<file path="config.mk">
export PLATFORM = sky130hd
export DESIGN_NAME = mem_access_unit
export DESIGN_NICKNAME = d
export VERILOG_FILES = /design/src/rtl/mem_access_unit.sv
export SDC_FILE = /design/constraint.sdc
export NUM_CORES = 1
export LEC_CHECK = 0
export CAP_MARGIN = 10
export CORE_ASPECT_RATIO = 1.4
export CORE_MARGIN = 8
export CORE_UTILIZATION = 38
export DETAILED_ROUTE_END_ITERATION = 10
export PLACE_DENSITY = 0.64
export REMOVE_ABC_BUFFERS = 1
export SLEW_MARGIN = 20
export SYNTH_ARGS = -nofsm -noshare
export SYNTH_HDL_FRONTEND = slang
export SYNTH_SLANG_ARGS = --single-unit
</file>
<file path="constraint.sdc">
create_clock -name clk -period 2.9 [get_ports clk]
set_input_delay 0.58 -clock clk [delete_from_list [all_inputs] [get_ports clk]]
set_output_delay 0.58 -clock clk [all_outputs]
set_load 0.01 [all_outputs]
</file>
<file path="src/rtl/mem_access_unit.sv">
`default_nettype none
// ============================================================================
// mem_access_unit: byte/half/word load-store stage with read-modify-write.
// Revision: 1.0
// ============================================================================
module mem_access_unit #(
  parameter int ADDR_W = 30
) (
  input  logic              clk,
  input  logic              rst_n,
  input  logic              req_valid,
  output logic              req_ready,
  input  logic              req_we,
  input  logic [1:0]        req_size,
  input  logic              req_unsigned,
  input  logic [31:0]       req_addr,
  input  logic [31:0]       req_wdata,
  output logic              resp_valid,
  input  logic              resp_ready,
  output logic [31:0]       resp_rdata,
  output logic              resp_err,
  output logic              mem_req,
  output logic              mem_we,
  output logic [ADDR_W-1:0] mem_addr,
  output logic [31:0]       mem_wdata,
  input  logic [31:0]       mem_rdata,
  input  logic              mem_ack
);

  localparam logic [1:0] c_size_byte = 2'b00;
  localparam logic [1:0] c_size_half = 2'b01;

  typedef enum logic [1:0] {
    S_IDLE = 2'd0,
    S_RD   = 2'd1,
    S_WR   = 2'd2,
    S_RESP = 2'd3
  } state_t;

  state_t      r_state;
  state_t      w_next;
  logic        r_we;
  logic [1:0]  r_size;
  logic        r_unsigned;
  logic [31:0] r_addr;
  logic [31:0] r_wdata;
  logic [31:0] r_rdata;
  logic [31:0] r_mem_wdata;
  logic        r_err;

  logic        w_accept;
  logic        w_misalign;
  logic [31:0] w_shifted;
  logic [31:0] w_load_data;
  logic [31:0] w_mask;
  logic [31:0] w_lane_data;
  logic [31:0] w_merge_data;

  assign w_accept = req_valid && (r_state == S_IDLE);

  always_comb begin
    w_misalign = 1'b0;
    case (req_size)
      c_size_byte: w_misalign = 1'b0;
      c_size_half: w_misalign = req_addr[0];
      default:     w_misalign = (req_addr[1:0] != 2'b00);
    endcase
  end

  always_ff @(posedge clk or negedge rst_n) begin
    if (!rst_n) r_state <= S_IDLE;
    else        r_state <= w_next;
  end

  always_comb begin
    w_next = r_state;
    case (r_state)
      S_IDLE: begin
        if (w_accept) begin
          if (w_misalign)                 w_next = S_RESP;
          else if (req_we && req_size[1]) w_next = S_WR;
          else                            w_next = S_RD;
        end
      end
      S_RD:    if (mem_ack) w_next = r_we ? S_WR : S_RESP;
      S_WR:    if (mem_ack) w_next = S_RESP;
      S_RESP:  if (resp_ready) w_next = S_IDLE;
      default: w_next = S_IDLE;
    endcase
  end

  // Lane extraction: shifting by 8*addr[1:0] also lands an aligned half in [15:0].
  assign w_shifted = mem_rdata >> {r_addr[1:0], 3'b000};

  always_comb begin
    w_load_data = mem_rdata;
    case (r_size)
      c_size_byte: w_load_data = r_unsigned ? {24'h0, w_shifted[7:0]}
                                            : {{24{w_shifted[7]}}, w_shifted[7:0]};
      c_size_half: w_load_data = r_unsigned ? {16'h0, w_shifted[15:0]}
                                            : {{16{w_shifted[15]}}, w_shifted[15:0]};
      default:     w_load_data = mem_rdata;
    endcase
  end

  always_comb begin
    w_mask      = 32'hFFFF_FFFF;
    w_lane_data = r_wdata;
    case (r_size)
      c_size_byte: begin
        w_mask      = 32'h0000_00FF << {r_addr[1:0], 3'b000};
        w_lane_data = {4{r_wdata[7:0]}};
      end
      c_size_half: begin
        w_mask      = 32'h0000_FFFF << {r_addr[1], 4'b0000};
        w_lane_data = {2{r_wdata[15:0]}};
      end
      default: begin
        w_mask      = 32'hFFFF_FFFF;
        w_lane_data = r_wdata;
      end
    endcase
  end

  assign w_merge_data = (mem_rdata & ~w_mask) | (w_lane_data & w_mask);

  always_ff @(posedge clk or negedge rst_n) begin
    if (!rst_n) begin
      r_we        <= 1'b0;
      r_size      <= 2'b00;
      r_unsigned  <= 1'b0;
      r_addr      <= 32'h0;
      r_wdata     <= 32'h0;
      r_rdata     <= 32'h0;
      r_err       <= 1'b0;
      r_mem_wdata <= 32'h0;
    end else if (w_accept) begin
      r_we        <= req_we;
      r_size      <= req_size;
      r_unsigned  <= req_unsigned;
      r_addr      <= req_addr;
      r_wdata     <= req_wdata;
      r_rdata     <= 32'h0;
      r_err       <= w_misalign;
      // A word store goes straight to WR, so its write word is loaded here.
      r_mem_wdata <= req_wdata;
    end else if ((r_state == S_RD) && mem_ack) begin
      if (r_we) r_mem_wdata <= w_merge_data;
      else      r_rdata     <= w_load_data;
    end
  end

  assign req_ready  = (r_state == S_IDLE);
  assign resp_valid = (r_state == S_RESP);
  assign resp_rdata = r_rdata;
  assign resp_err   = r_err;
  assign mem_req    = (r_state == S_RD) || (r_state == S_WR);
  assign mem_we     = (r_state == S_WR);
  assign mem_addr   = r_addr[ADDR_W+1:2];
  assign mem_wdata  = r_mem_wdata;

endmodule
`default_nettype wire

</file>
==> flow_summary.yaml <==
layout:
  drive_gt1_share_pct: 10.82
  most-common-layout-cells: "224 x nand2_1, 202 x clkdlybuf4s50_1, 135 x dfrtp_1, 38 x o21ai_0, 35 x a22oi_1"
  syn_to_final_growth_pct: 40.68
  final_common_cell: "nand2_1"
  layout.cells.non_filler: 1114
  nNetsFinal: 976
  n_antenna_cell: 0
logic_synthesis:
  avgSynthCellArea_um2: 9.591
  synth_edf_count: 0
  ys_types: 40
  syn_area_mm2: 0.006733
  ys.warnings.count: 0
  async_flop_share_pct: 100.0
  ys.flop_type: "dfrtp_1"
  ys_seq_area_share_pct: 50.18
  synthCells: 702
  ys_seq_elements: 135
power_and_ir_drop:
  p_sw_mw: 3.980
  power_frac_comb_pct: 46.4
  p_total_mw: 10.73
  p_int_mw: 6.751
  powerDensity_mw_per_mm2: 1133
  seqPwrFrac_pct: 31.8
  switching_share_pct: 37.09
  peakVddDrop_mv: 0.4839
  power_frac_clock_pct: 21.7
  p_leak_nw: 4.266
placement:
  io_buffers: 203
  place_congestion: 0.8284
  dp_hpwl_um: 16410
  placed_cells: 1083
sta:
  fin_crit_ps: 2450
  clock_skew_ps: 8.880
  setup_violations: 0
  finalCritPeriodShare_pct: 84.48
  whs_ps: 72.98
  hold_viol_final: 0
  tns_ps: 0
  worst_slew_pin_slew_ps: 1132
  rsz0062_at_grt: "false"
  relSlewSlack_pct: 24.56
  drv_slew: 0
  maxClockFrequency_ghz: 0.4082
floorplan:
  core-area_mm2: 0.01733
  die_y_um: 173.5
  die_x_um: 128.5
  die-area_mm2: 0.02229
  pin_count: 204
  start_util_pct: 38.85
  rows: 57
clock_network:
  ctsHoldBuffers: 0
  clockRootBuffer: "clkbuf_16"
  cts_buffer_depth: 2
  clk_latency_ps: 420
  clk_pin_slew_ps: 60
  cts.sinks: 135
  cts_setup_buffers: 0
  cts_tree: "built"
  htree_levels: 4
  cts_buffers: 17
  cts_resized: 0
status:
  status: "finished clean"
worst_setup_path:
  path_common_cell: "buf_4"
  critPathKind: "flop to flop"
  crit_path_max_fanout: 13
  arrival_ps: 2800
  end_kind: "flop"
  cp_slowest_cell: "nor2b_1"
  startpoint_type: "flop"
  cp_num_buf_inv: 2
  slowest_delay_ps: 580
  crit_chain: "buf_4 -> nor2b_1 -> a32oi_1 -> a211oi_4 -> buf_4 -> a221o_1"
  cpLargestDelayFamily: "compound AO/OA/AOI/OAI gates"
  crit_required_ps: 3250
drt:
  drc: 0
  drt_iter0_drc: 378
  post_drt_via_cell_ratio: 5.338
  via_count: 5946
  ant_nets: 0
  wirelength_um: 22500
  detail_route.wl_per_cell_um: 20.20
  first_pass_iters: 5
grt:
  track_usage_pct: 20.36
  grt_max_degree: 61
  antenna_found_initial: 0
  grt_pass1_vias: 6374
  grt_pass1_wl_um: 35250
  overflow: 0
run:
  drv_cap: 0
worst_hold_path:
  hold_path.class: "primary input to asynchronous set/reset pin"
[power groups by stage]
stage               logic, mW  clock network [mW]  registers [mW]
finish                   4.98                2.33            3.42
global route             5.43                2.44            3.51
CTS                      5.03                2.37            3.41
detailed placement       5.02                   0            3.42
global placement         4.91                   0            3.39
floorplan                2.27                   0            3.61
[area by class of cell]
class	count	area (um2)
Inverter	5	18.77
Multi-Input combinational cell	484	2932
Clock buffer	20	466.7
Fill cell	1571	7859
Clock inverter	11	172.7
Tap cell	236	295.3
Timing Repair Buffer	223	2208
Sequential cell	135	3378
[sequential cells by signal, indices dropped and copies added (netlist names)]
signal,cells
mem_wdata,32
r_addr,32
r_wdata,32
resp_rdata,32
r_size,2
r_state,2
r_unsigned,1
r_we,1
resp_err,1
[per-stage QoR]
step | setup slack [ps] | cell area (um2) | utilization (%)
floorplan | -1036 | 6300 | -
global placement | 219.9 | 8832 | 50.96
detailed placement | 198.3 | 8832 | 50.96
CTS | 472.4 | 9472 | 54.65
global route | 247.2 | 9472 | 54.65
finish | 450.2 | 9472 | 54.65
[layer usage]
metal | up-vias | GRT usage [%] | part of all wire, %
li1 | 2747 | - | -
met1 | 2896 | 22.18 | 37
met2 | 252 | 34.66 | 51
met3 | 51 | 5.573 | 7.4
met4 | 0 | 11.60 | 4.4
met5 | - | 0 | 0
[worst paths after layout]
check                                             end  cells past startpoint  slack [ps]                   start
max                        resp_rdata[24]$_DFFE_PN0P_                      6         450   r_addr[1]$_DFFE_PN0P_
min                           r_wdata[24]$_DFFE_PN0P_                      1          70                   rst_n
max reg2reg                resp_rdata[24]$_DFFE_PN0P_                      6         450   r_addr[1]$_DFFE_PN0P_
min reg2reg                    r_addr[25]$_DFFE_PN0P_                      2         470  r_addr[25]$_DFFE_PN0P_
max in group asynchronous      r_addr[16]$_DFFE_PN0P_                      2        2050                   rst_n
min in group clk               r_addr[25]$_DFFE_PN0P_                      2         470  r_addr[25]$_DFFE_PN0P_
[cell usage after synthesis, types with 8 or more instances]
library cell  instances  area [um2]
o22ai_1               8       50.05
buf_4                30       225.2
dfrtp_1             135        3378
mux2i_1              33       330.3
nand3_1               9       45.04
o21ai_0              38       190.2
a221o_1              23       230.2
nand2_1             225       844.6
nor2_1               12       45.04
clkbuf_1             37       138.9
a21oi_1              19       95.09
a22oi_1              35       262.8
mux2_2               32       360.4
[kinds of logic (layout without fill, tap and decap cells)]
logic type      Yosys count  count (layout)  share of synthesized area [%]
compound gates          145             145                          15.35
fa+ha+maj                 5               5                         0.9292
buf+inv                  83             259                          6.709
flops                   135             135                          50.18
mux                      66              66                          10.59
simple gates            268             268                          16.24
No activity file was read; power rests on OpenSTA's default activity.
==> edit (same settings) <==
Set the parameter `ADDR_W` to 22 (it was 30).
--- a/src/rtl/mem_access_unit.sv
+++ b/src/rtl/mem_access_unit.sv
@@ -6,3 +6,3 @@
 module mem_access_unit #(
-  parameter int ADDR_W = 30
+  parameter int ADDR_W = 22
 ) (
Interface: changed (resized mem_addr); port bits go from 204 to 196. The function was not compared with the original's and may differ.
==> edit against the unedited design <==
- sequential cell count down 8
- sequential power is 7.0% lower
- synthesized area decreased by 5.5%
- core utilization decreased by 0.86 points
- worst setup slack gained 0.099 ns
- combinational power shrank 3%
- routed wire length down 5.6%
- design area fell by 5.7%
- total power shrank 6.5%
- sequential share of layout area down 0.093 points
- critical path depth shrank 3
- largest cell class unchanged
- highest routed layer unchanged
==> edit: results (changes against the unedited design) <==
[routing]
drt_first_iter_violations = 428  ; +13%
wl_met2_um = 11000  ; -4.8%
drt_wl_total_um = 21200  ; -5.6%
vias_per_cell = 5.38  ; +0.88%
m1WireLength_um = 8110  ; -2.1%
firstDrtPassIters = 7  ; +2
route.met3.wl_um = 1410  ; -15%

[power_and_ir_drop]
power.leakage_nw = 4.05  ; -5.0%
ir_worst_vdd_v = 0.000433  ; -11%

[layout]
layout-drive-gt1-share = 0.120  ; +0.0116
final_nets = 933  ; -4.4%

[placed_design]
placed_area_mm2 = 0.00835  ; -5.4%
portBuffers = 187  ; -7.9%
place_hpwl_um = 15500  ; -5.3%
routabilityCongestion = 0.827  ; -0.12%

[yosys]
synth_seq_area_share = 0.500  ; -0.00216
synth_common_cells = nand2_1 (209), dfrtp_1 (127), mux2i_1 (33)
ys_top_cells_by_area = dfrtp_1 (50%), nand2_1 (12%), mux2_2 (5.7%), mux2i_1 (5.2%), a221o_1 (3.6%)

[global_route]
grt_max_degree = 51  ; -16%
track_usage = 0.205  ; +0.00104
grt_first_pass_wirelength_um = 33800  ; -4.2%
antenna_found_initial = 2  ; +2
grt_pass1_vias = 6089  ; -4.5%

[critical_path]
cp_max_fo = 4  ; -9
cp.arrival_ns = 1.77  ; -1.03 ns

[timing]
slew-limit-headroom = 0.311  ; +0.0652

[run_status]
status = finished clean

## edit: cell types whose count changed in the layout (fill, tap and decap cells not counted), moves of 4 or more
cell             change
clkdlybuf4s50_1     -16
nand2_1             -16
a22oi_1              -8
dfrtp_1              -8
o211ai_1             +8
o21ai_0              -8
buf_4                +6
clkbuf_8             +6
bufinv_16            -4
clkinv_2             +4
clkinvlp_4           -4
## edit: area by class of cell
class,count,area [um2]
Tap cell,203,254
Fill cell,1523,7670
Multi-Input combinational cell,460,2830
Clock buffer,26,549
Antenna cell,2,5.00
Clock inverter,5,25.0
Timing Repair Buffer,212,2070
Sequential cell,127,3180
Inverter,5,18.8
## edit: final timing paths
path	from	endpoint	slack (ns)	cells past startpoint
setup / recovery	r_state[1]$_DFFE_PN0P_	mem_req	0.55	3
setup reg to reg	r_state[0]$_DFFE_PN0P_	resp_rdata[8]$_DFFE_PN0P_	0.61	7
hold / removal	rst_n	r_addr[3]$_DFFE_PN0P_	0.08	1
hold reg to reg	r_addr[23]$_DFFE_PN0P_	r_addr[23]$_DFFE_PN0P_	0.47	2
max in group asynchronous	rst_n	resp_rdata[22]$_DFFE_PN0P_	1.95	2
min in group clk	r_addr[23]$_DFFE_PN0P_	r_addr[23]$_DFFE_PN0P_	0.47	2
## edit: logic make-up after synthesis
logic type | synth area share
adder cells (fa/ha/maj) | 0.00983
AO/OA/AOI/OAI | 0.156
multiplexers | 0.112
AND/OR/NAND/NOR | 0.162
flip-flops | 0.500
buffers and inverters | 0.0598
## edit: through the flow
step / std cells / utilization / setup TNS, ns / total power [mW] / hold WS (ns)
2_1_floorplan: 592 / - / -26.05 / 5.61 / 0.284
3_3_place_gp: 1007 / 0.503 / 0 / 7.90 / 0.453
3_5_place_dp: 1007 / 0.503 / 0 / 8.03 / 0.461
4_1_cts: 1038 / 0.538 / 0 / 10.1 / 0.0856
5_1_grt: 1040 / 0.538 / 0 / 10.7 / 0.0903
6_report: 1040 / 0.538 / 0 / 10.0 / 0.0751
## edit: critical path, stage by stage (launching register included)
cell and delay, ns:
dfrtp_1 0.39, inv_1 0.10, ha_1 0.32, clkdlybuf4s50_1 0.55
## edit: where the power goes
group / internal (mW) / leakage [nW] / switching, mW / total (mW)
Sequential: 2.58 / 1.61 / 0.599 / 3.18
Combinational: 2.40 / 2.15 / 2.42 / 4.82
Clock: 1.28 / 0.294 / 0.751 / 2.04
Total: 6.27 / 4.05 / 3.77 / 10.0
## edit: routing by layer
layer | track usage | vias to the layer above
met4 | 0.102 | 0
met3 | 0.0601 | 41
met1 | 0.223 | 2750
li1 | - | 2618
met5 | 0 | -
met2 | 0.357 | 191
